[src/rtl/screen_flow_controller.sv]
// Game flow FSM: start/restart sequencing, win/lose, best score, final pixel.
// Optional: define SCREEN_FLOW_AUTO_RETURN_EN to leave WIN/LOSE on a timeout.
module screen_flow_controller #(
  parameter int WIN_SCORE = 9,
  parameter int GUARD_FRAMES = 4,
  parameter int END_HOLD_FRAMES = 60,
`ifdef SCREEN_FLOW_AUTO_RETURN_EN
  parameter int END_TIMEOUT_FRAMES = 600,
`endif
  parameter int BLINK_FRAMES = 16,
  parameter logic [7:0] BLINK_RGB = 8'hFF
) (
  input  logic       clk,
  input  logic       resetN,
  input  logic       startOfFrame,
  input  logic       key5IsPressed,
  input  logic [3:0] life,
  input  logic [3:0] score,
  input  logic [7:0] RGB_screen_main,
  input  logic [7:0] RGB_screen_start,
  input  logic [7:0] RGB_screen_end,
  output logic       start,
  output logic [7:0] RGB_out,
  output logic [1:0] screenState,
  output logic       gameWon,
  output logic [3:0] bestScore
);

  typedef enum logic [1:0] {
    START = 2'b00,
    PLAY  = 2'b01,
    WIN   = 2'b10,
    LOSE  = 2'b11
  } state_t;

  localparam int BW = $clog2(BLINK_FRAMES + 1);
  localparam logic [9:0] GUARD_CNT = 10'(GUARD_FRAMES);
  localparam logic [9:0] HOLD_CNT = 10'(END_HOLD_FRAMES);
  localparam logic [3:0] WIN_CNT = 4'(WIN_SCORE);
  localparam logic [BW-1:0] BLINK_LAST = BW'(BLINK_FRAMES - 1);
`ifdef SCREEN_FLOW_AUTO_RETURN_EN
  localparam logic [9:0] TIMEOUT_CNT = 10'(END_TIMEOUT_FRAMES);
`endif

  state_t state, nextState;
  logic key5D;
  logic rise;
  logic [9:0] frameCnt;
  logic [BW-1:0] blinkCnt;
  logic blink;
  logic endState;
  logic changing;
  logic [7:0] pixNext;

  assign rise = key5IsPressed & ~key5D;
  assign endState = (state == WIN) || (state == LOSE);
  assign changing = (nextState != state);
  assign screenState = state;
  assign gameWon = (state == WIN);

  always_comb begin
    nextState = state;
    unique case (state)
      START: if (rise) nextState = PLAY;
      PLAY: begin
        // LOSE takes priority when both end conditions coincide
        if (frameCnt >= GUARD_CNT) begin
          if (life == 4'd0) nextState = LOSE;
          else if (score >= WIN_CNT) nextState = WIN;
        end
      end
      default: begin
        if (rise && frameCnt >= HOLD_CNT) nextState = START;
`ifdef SCREEN_FLOW_AUTO_RETURN_EN
        if (frameCnt >= TIMEOUT_CNT) nextState = START;
`endif
      end
    endcase
  end

  always_comb begin
    pixNext = 8'h00;
    unique case (1'b1)
      state == START: pixNext = RGB_screen_start;
      state == PLAY:  pixNext = RGB_screen_main;
      endState: begin
        if (blink && RGB_screen_end != 8'h00) pixNext = BLINK_RGB;
        else pixNext = RGB_screen_end;
      end
      default: pixNext = 8'h00;
    endcase
  end

  always_ff @(posedge clk or negedge resetN) begin
    if (!resetN) begin
      state <= START;
      key5D <= 1'b0;
      start <= 1'b0;
      RGB_out <= 8'h00;
      bestScore <= 4'd0;
    end else begin
      state <= nextState;
      key5D <= key5IsPressed;
      start <= (state == START) && rise;
      RGB_out <= pixNext;
      if (state == PLAY && changing && score > bestScore)
        bestScore <= score;
    end
  end

  // A frame pulse on a transition edge is absorbed by the clear
  always_ff @(posedge clk or negedge resetN) begin
    if (!resetN) begin
      frameCnt <= 10'd0;
    end else if (changing || state == START) begin
      frameCnt <= 10'd0;
    end else if (startOfFrame) begin
      if (state == PLAY) begin
        if (frameCnt < GUARD_CNT) frameCnt <= frameCnt + 10'd1;
      end else if (frameCnt != 10'h3FF) begin
        frameCnt <= frameCnt + 10'd1;
      end
    end
  end

  always_ff @(posedge clk or negedge resetN) begin
    if (!resetN) begin
      blinkCnt <= '0;
      blink <= 1'b0;
    end else if (changing || !endState) begin
      blinkCnt <= '0;
      blink <= 1'b0;
    end else if (startOfFrame) begin
      if (blinkCnt == BLINK_LAST) begin
        blinkCnt <= '0;
        blink <= ~blink;
      end else begin
        blinkCnt <= blinkCnt + BW'(1);
      end
    end
  end

endmodule

[config.mk]
export PLATFORM = sky130hd
export DESIGN_NAME = screen_flow_controller
export DESIGN_NICKNAME = d
export VERILOG_FILES = /design/src/rtl/screen_flow_controller.sv
export SDC_FILE = /design/constraint.sdc
export NUM_CORES = 1
export LEC_CHECK = 0
export BUFFER_PORTS_ARGS = -buffer_cell sky130_fd_sc_hd__buf_2
export CELL_PAD_IN_SITES_DETAIL_PLACEMENT = 1
export CELL_PAD_IN_SITES_GLOBAL_PLACEMENT = 1
export CORE_UTILIZATION = 38
export DETAILED_ROUTE_END_ITERATION = 7
export GPL_TIMING_DRIVEN = 0
export PLACE_DENSITY_LB_ADDON = 0.25
export SLEW_MARGIN = 30
export SYNTH_ARGS = -nofsm -noshare
export SYNTH_HDL_FRONTEND = slang
export SYNTH_SLANG_ARGS = --single-unit
[constraint.sdc]
create_clock -name clk -period 2.6 [get_ports clk]
set_input_delay 0.52 -clock clk [delete_from_list [all_inputs] [get_ports clk]]
set_output_delay 0.52 -clock clk [all_outputs]
set_load 0.01 [all_outputs]
==> results.yml <==
outcome:
  run_status: "finished, final reports clean"
placed_design:
  post-dp-hpwl_um: 3225
  weighted_congestion_reported_at_the_end_of_routability_driven_placement: 0.7376
  placed_instance_area_um2: 2042
  io_buffer_count: 50
min_path:
  min_path_type: "input pin to async pin"
cells_and_area:
  layout.nets: 270
  area_delta_synth_final_pct: 23.48
  utilization_pct: 48.97
  n_antenna_cell: 0
  post-route-cell-area_um2: 2132
  drive_above_1_share_pct: 27.63
pwr:
  cellPowerDensity_nw_per_um2: 908.9
  power.switching_mw: 0.7714
  p_int_mw: 1.167
  leakage_nw: 1.045
  swShare_pct: 39.80
  peakVddDrop_mv: 0.3857
  combPwrFrac_pct: 40.8
  seq_power_share_pct: 38.8
  power.share.clock_pct: 20.4
clock_network:
  cts_made_buffers: 5
  clkLatencyLatePin_ps: 290
  numClockSinks: 32
  cts_buffer_depth: 2
  ctsResizeCount: 0
  holdBufCountCts: 0
  post_cts_buffers: 0
  ctsHtreeMaxLevel: 2
  tritoncts: "yes"
  cts.root.buffer_cell: "sky130_fd_sc_hd__clkbuf_8"
  clk_transition_reported_paths_ps: 70
setup_path:
  crit_type: "flop to flop"
  worst-endpoint-required_ps: 2730
  crit_path_cell_trace: "nor4_1 > a21oi_1 > a221oi_4 > o2111ai_1 > xor2_1 > nor2_1"
  cp_top_family: "compound AO/OA/AOI/OAI gates"
  cpMaxStageDelayCell: "sky130_fd_sc_hd__a221oi_4"
  timing.critical_path.from_type: "flop"
  critical_path.endpoint_type: "flop"
  worstPathArrival_ps: 2350
  critical-path-max-stage-delay_ps: 520
  worstPathMaxFanout: 9
  crit_buf_inv: 0
timing:
  final_min_period_over_clock_period_pct: 85.17
  slew_limit_fails: 0
  setup_total_negative_slack_ps: 0
  fmax_mhz: 451.6
  setup_viol: 0
  tightestPinTransition_ps: 824.8
  setup_repair_after_global_routing_missed_its_margin: "no"
  timing.max_slew.rel_slack_pct: 44.76
  finalHoldViolCount: 0
  finalWorstPathRequiredPeriod_ps: 2214
  skew_ps: 8.188
synth:
  yosysWarningCount: 0
  synthAdderAreaFrac_pct: 5.072
  synthDistinctLibCells: 36
  simple_gate_area_share_of_the_yosys_netlist_pct: 17.39
  postSynthAreaPerCell_um2: 10.16
  synthXorXnorAreaFrac_pct: 6.087
  syn-instance-count: 170
  yosys_register_bits: 32
  mappedNetlistNets: 213
  synth_top_family_by_area: "simple AND/OR/NAND/NOR gates"
  netlist_area_um2: 1727
  synth_compound_area_share_pct: 14.64
  post_synth_mux_area_share_pct: 7.826
  yosysSeqAreaShare_pct: 46.38
grt:
  number_of_antenna_violations_at_the_first_check_in_global_routing: 0
  grt_remaining_overflow: 0
  global_route_wire_length_before_repair_um: 7376
  first_global_vias: 1565
  grt_max_degree: 33
  globalRouteTotalUtil_pct: 19.56
route:
  post_drt_via_cell_ratio: 5.300
  drc: 0
  drt-wirelength-per-cell_um: 15.03
  drt_pre_antenna_iters: 4
  wl_um: 4209
  num_vias: 1484
  drt.antenna.violating_nets: 0
  drt_iter0_drc: 28
die:
  die_y_um: 69.41
  die_area_um2: 4817
  die_w_um: 69.41
  fp-row-count: 24
  core_area_um2: 4354
  io_pins: 52
  start_util_pct: 39.66
job:
  max_cap_violations: 0
synth_stat cells, drive strengths merged:
library cell | count | area, um^2
xnor2 | 2 | 17.52
a2111oi | 1 | 27.53
nand2b | 4 | 25.02
a21oi | 11 | 58.81
nor2 | 29 | 108.9
nor3 | 3 | 15.01
dfrtp | 32 | 800.8
buf | 1 | 3.750
ha | 7 | 87.58
a31oi | 3 | 18.77
a21o | 1 | 7.510
clkbuf | 3 | 11.26
nand4 | 4 | 31.28
nor4 | 3 | 25.02
a221oi | 1 | 26.28
xor2 | 10 | 87.58
and2 | 3 | 18.77
mux2 | 4 | 45.04
nor2b | 2 | 12.51
o31a | 1 | 8.760
o21ai | 9 | 45.04
inv | 8 | 30.03
o211ai | 1 | 7.510
o2111ai | 5 | 43.79
nand3 | 1 | 5.000
and4 | 1 | 8.760
and3 | 2 | 12.51
o32ai | 1 | 8.760
mux2i | 9 | 90.09
or4 | 2 | 15.01
nand2 | 6 | 22.52
cell families (layout without fill, tap and decap cells):
| logic type | after synthesis | after routing |
|---|---|---|
| buffers and inverters | 12 | 70 |
| AND/OR/NAND/NOR | 60 | 60 |
| flip-flops | 32 | 32 |
| AO/OA/AOI/OAI | 34 | 34 |
| multiplexers | 13 | 13 |
| XOR/XNOR | 12 | 12 |
| adder cells (fa/ha/maj) | 7 | 7 |
power groups by stage:
stage	Clock, mW	Sequential (mW)	Combinational [mW]
2_1_floorplan	0	0.796	0.458
3_3_place_gp	0	0.760	0.774
3_5_place_dp	0	0.762	0.810
4_1_cts	0.410	0.754	0.811
5_1_grt	0.425	0.775	0.884
6_report	0.395	0.752	0.791
stage by stage:
| step | hold slack (ps) | power [mW] | setup slack (ps) | cells |
|---|---|---|---|---|
| floorplan | 224.4 | 1.254 | 547.1 | 170 |
| global placement | 493.6 | 1.535 | 104.1 | 272 |
| detailed placement | 517.1 | 1.572 | 96.37 | 272 |
| CTS | 308.8 | 1.975 | 377.1 | 280 |
| global route | 347.2 | 2.084 | 180.5 | 280 |
| finish | 287.0 | 1.938 | 385.5 | 280 |
area by class of cell:
type                    instances  area, um^2
fillers                       529        2222
multi-input cells             126       880.8
flip-flops and latches         32       800.8
repair buffers                 50       250.2
clock buffers                   8       90.09
well taps                      52       65.06
inverters                       8       30.03
plain buffers                   4       15.01
layer usage:
metal / vias up / GRT usage (%) / part of all wire [%]
met4: 0 / 6.803 / 1.5
met1: 730 / 24.53 / 45
li1: 717 / - / -
met2: 32 / 32.36 / 49
met5: - / 0 / 0
met3: 5 / 5.378 / 4.5
sequential cells by signal, summed over array words and instances (netlist names):
name         count
key5D            1
start            1
RGB_out          8
bestScore        4
blink            1
blinkCnt         5
screenState      2
frameCnt        10
cell usage in the layout, fill, tap and decap left out, types with 2 or more instances in the layout:
master                      count
sky130_fd_sc_hd__buf_2         50
sky130_fd_sc_hd__dfrtp_1       32
sky130_fd_sc_hd__nor2_1        29
sky130_fd_sc_hd__a21oi_1       10
sky130_fd_sc_hd__xor2_1        10
sky130_fd_sc_hd__mux2i_1        9
sky130_fd_sc_hd__inv_1          8
sky130_fd_sc_hd__o21ai_0        7
sky130_fd_sc_hd__ha_1           7
sky130_fd_sc_hd__nand2_1        6
sky130_fd_sc_hd__clkbuf_8       6
sky130_fd_sc_hd__clkbuf_1       5
sky130_fd_sc_hd__o2111ai_1      5
sky130_fd_sc_hd__nand2b_1       4
sky130_fd_sc_hd__and2_1         3
sky130_fd_sc_hd__a31oi_1        3
sky130_fd_sc_hd__nor3_1         3
sky130_fd_sc_hd__nand4_1        3
sky130_fd_sc_hd__or4_1          2
sky130_fd_sc_hd__nor4_1         2
sky130_fd_sc_hd__xnor2_1        2
sky130_fd_sc_hd__nor2b_1        2
sky130_fd_sc_hd__mux2_2         2
sky130_fd_sc_hd__mux2_1         2
sky130_fd_sc_hd__o21ai_1        2
sky130_fd_sc_hd__and3_1         2
worst paths after layout:
kind / startpoint / end / slack, ps / cells past startpoint
worst max-delay path: frameCnt[2]$_DFFE_PN0P_ / frameCnt[9]$_DFFE_PN0P_ / 390 / 6
min in group clk: key5IsPressed / key5D$_DFF_PN0_ / 350 / 1
worst min register to register: blinkCnt[4]$_DFFE_PN0P_ / blinkCnt[4]$_DFFE_PN0P_ / 520 / 1
worst max register to register: frameCnt[2]$_DFFE_PN0P_ / frameCnt[9]$_DFFE_PN0P_ / 390 / 6
max in group asynchronous: resetN / frameCnt[0]$_DFFE_PN0P_ / 1840 / 1
worst min-delay path: resetN / frameCnt[4]$_DFFE_PN0P_ / 290 / 1
worst reg2reg max path: stages (launching register included):
cell                        delay, ps
sky130_fd_sc_hd__dfrtp_1          450
sky130_fd_sc_hd__nor4_1           480
sky130_fd_sc_hd__a21oi_1          190
sky130_fd_sc_hd__a221oi_4         520
sky130_fd_sc_hd__o2111ai_1        180
sky130_fd_sc_hd__xor2_1           170
sky130_fd_sc_hd__nor2_1            60
Note: power is estimated with default switching activity, not from simulation.
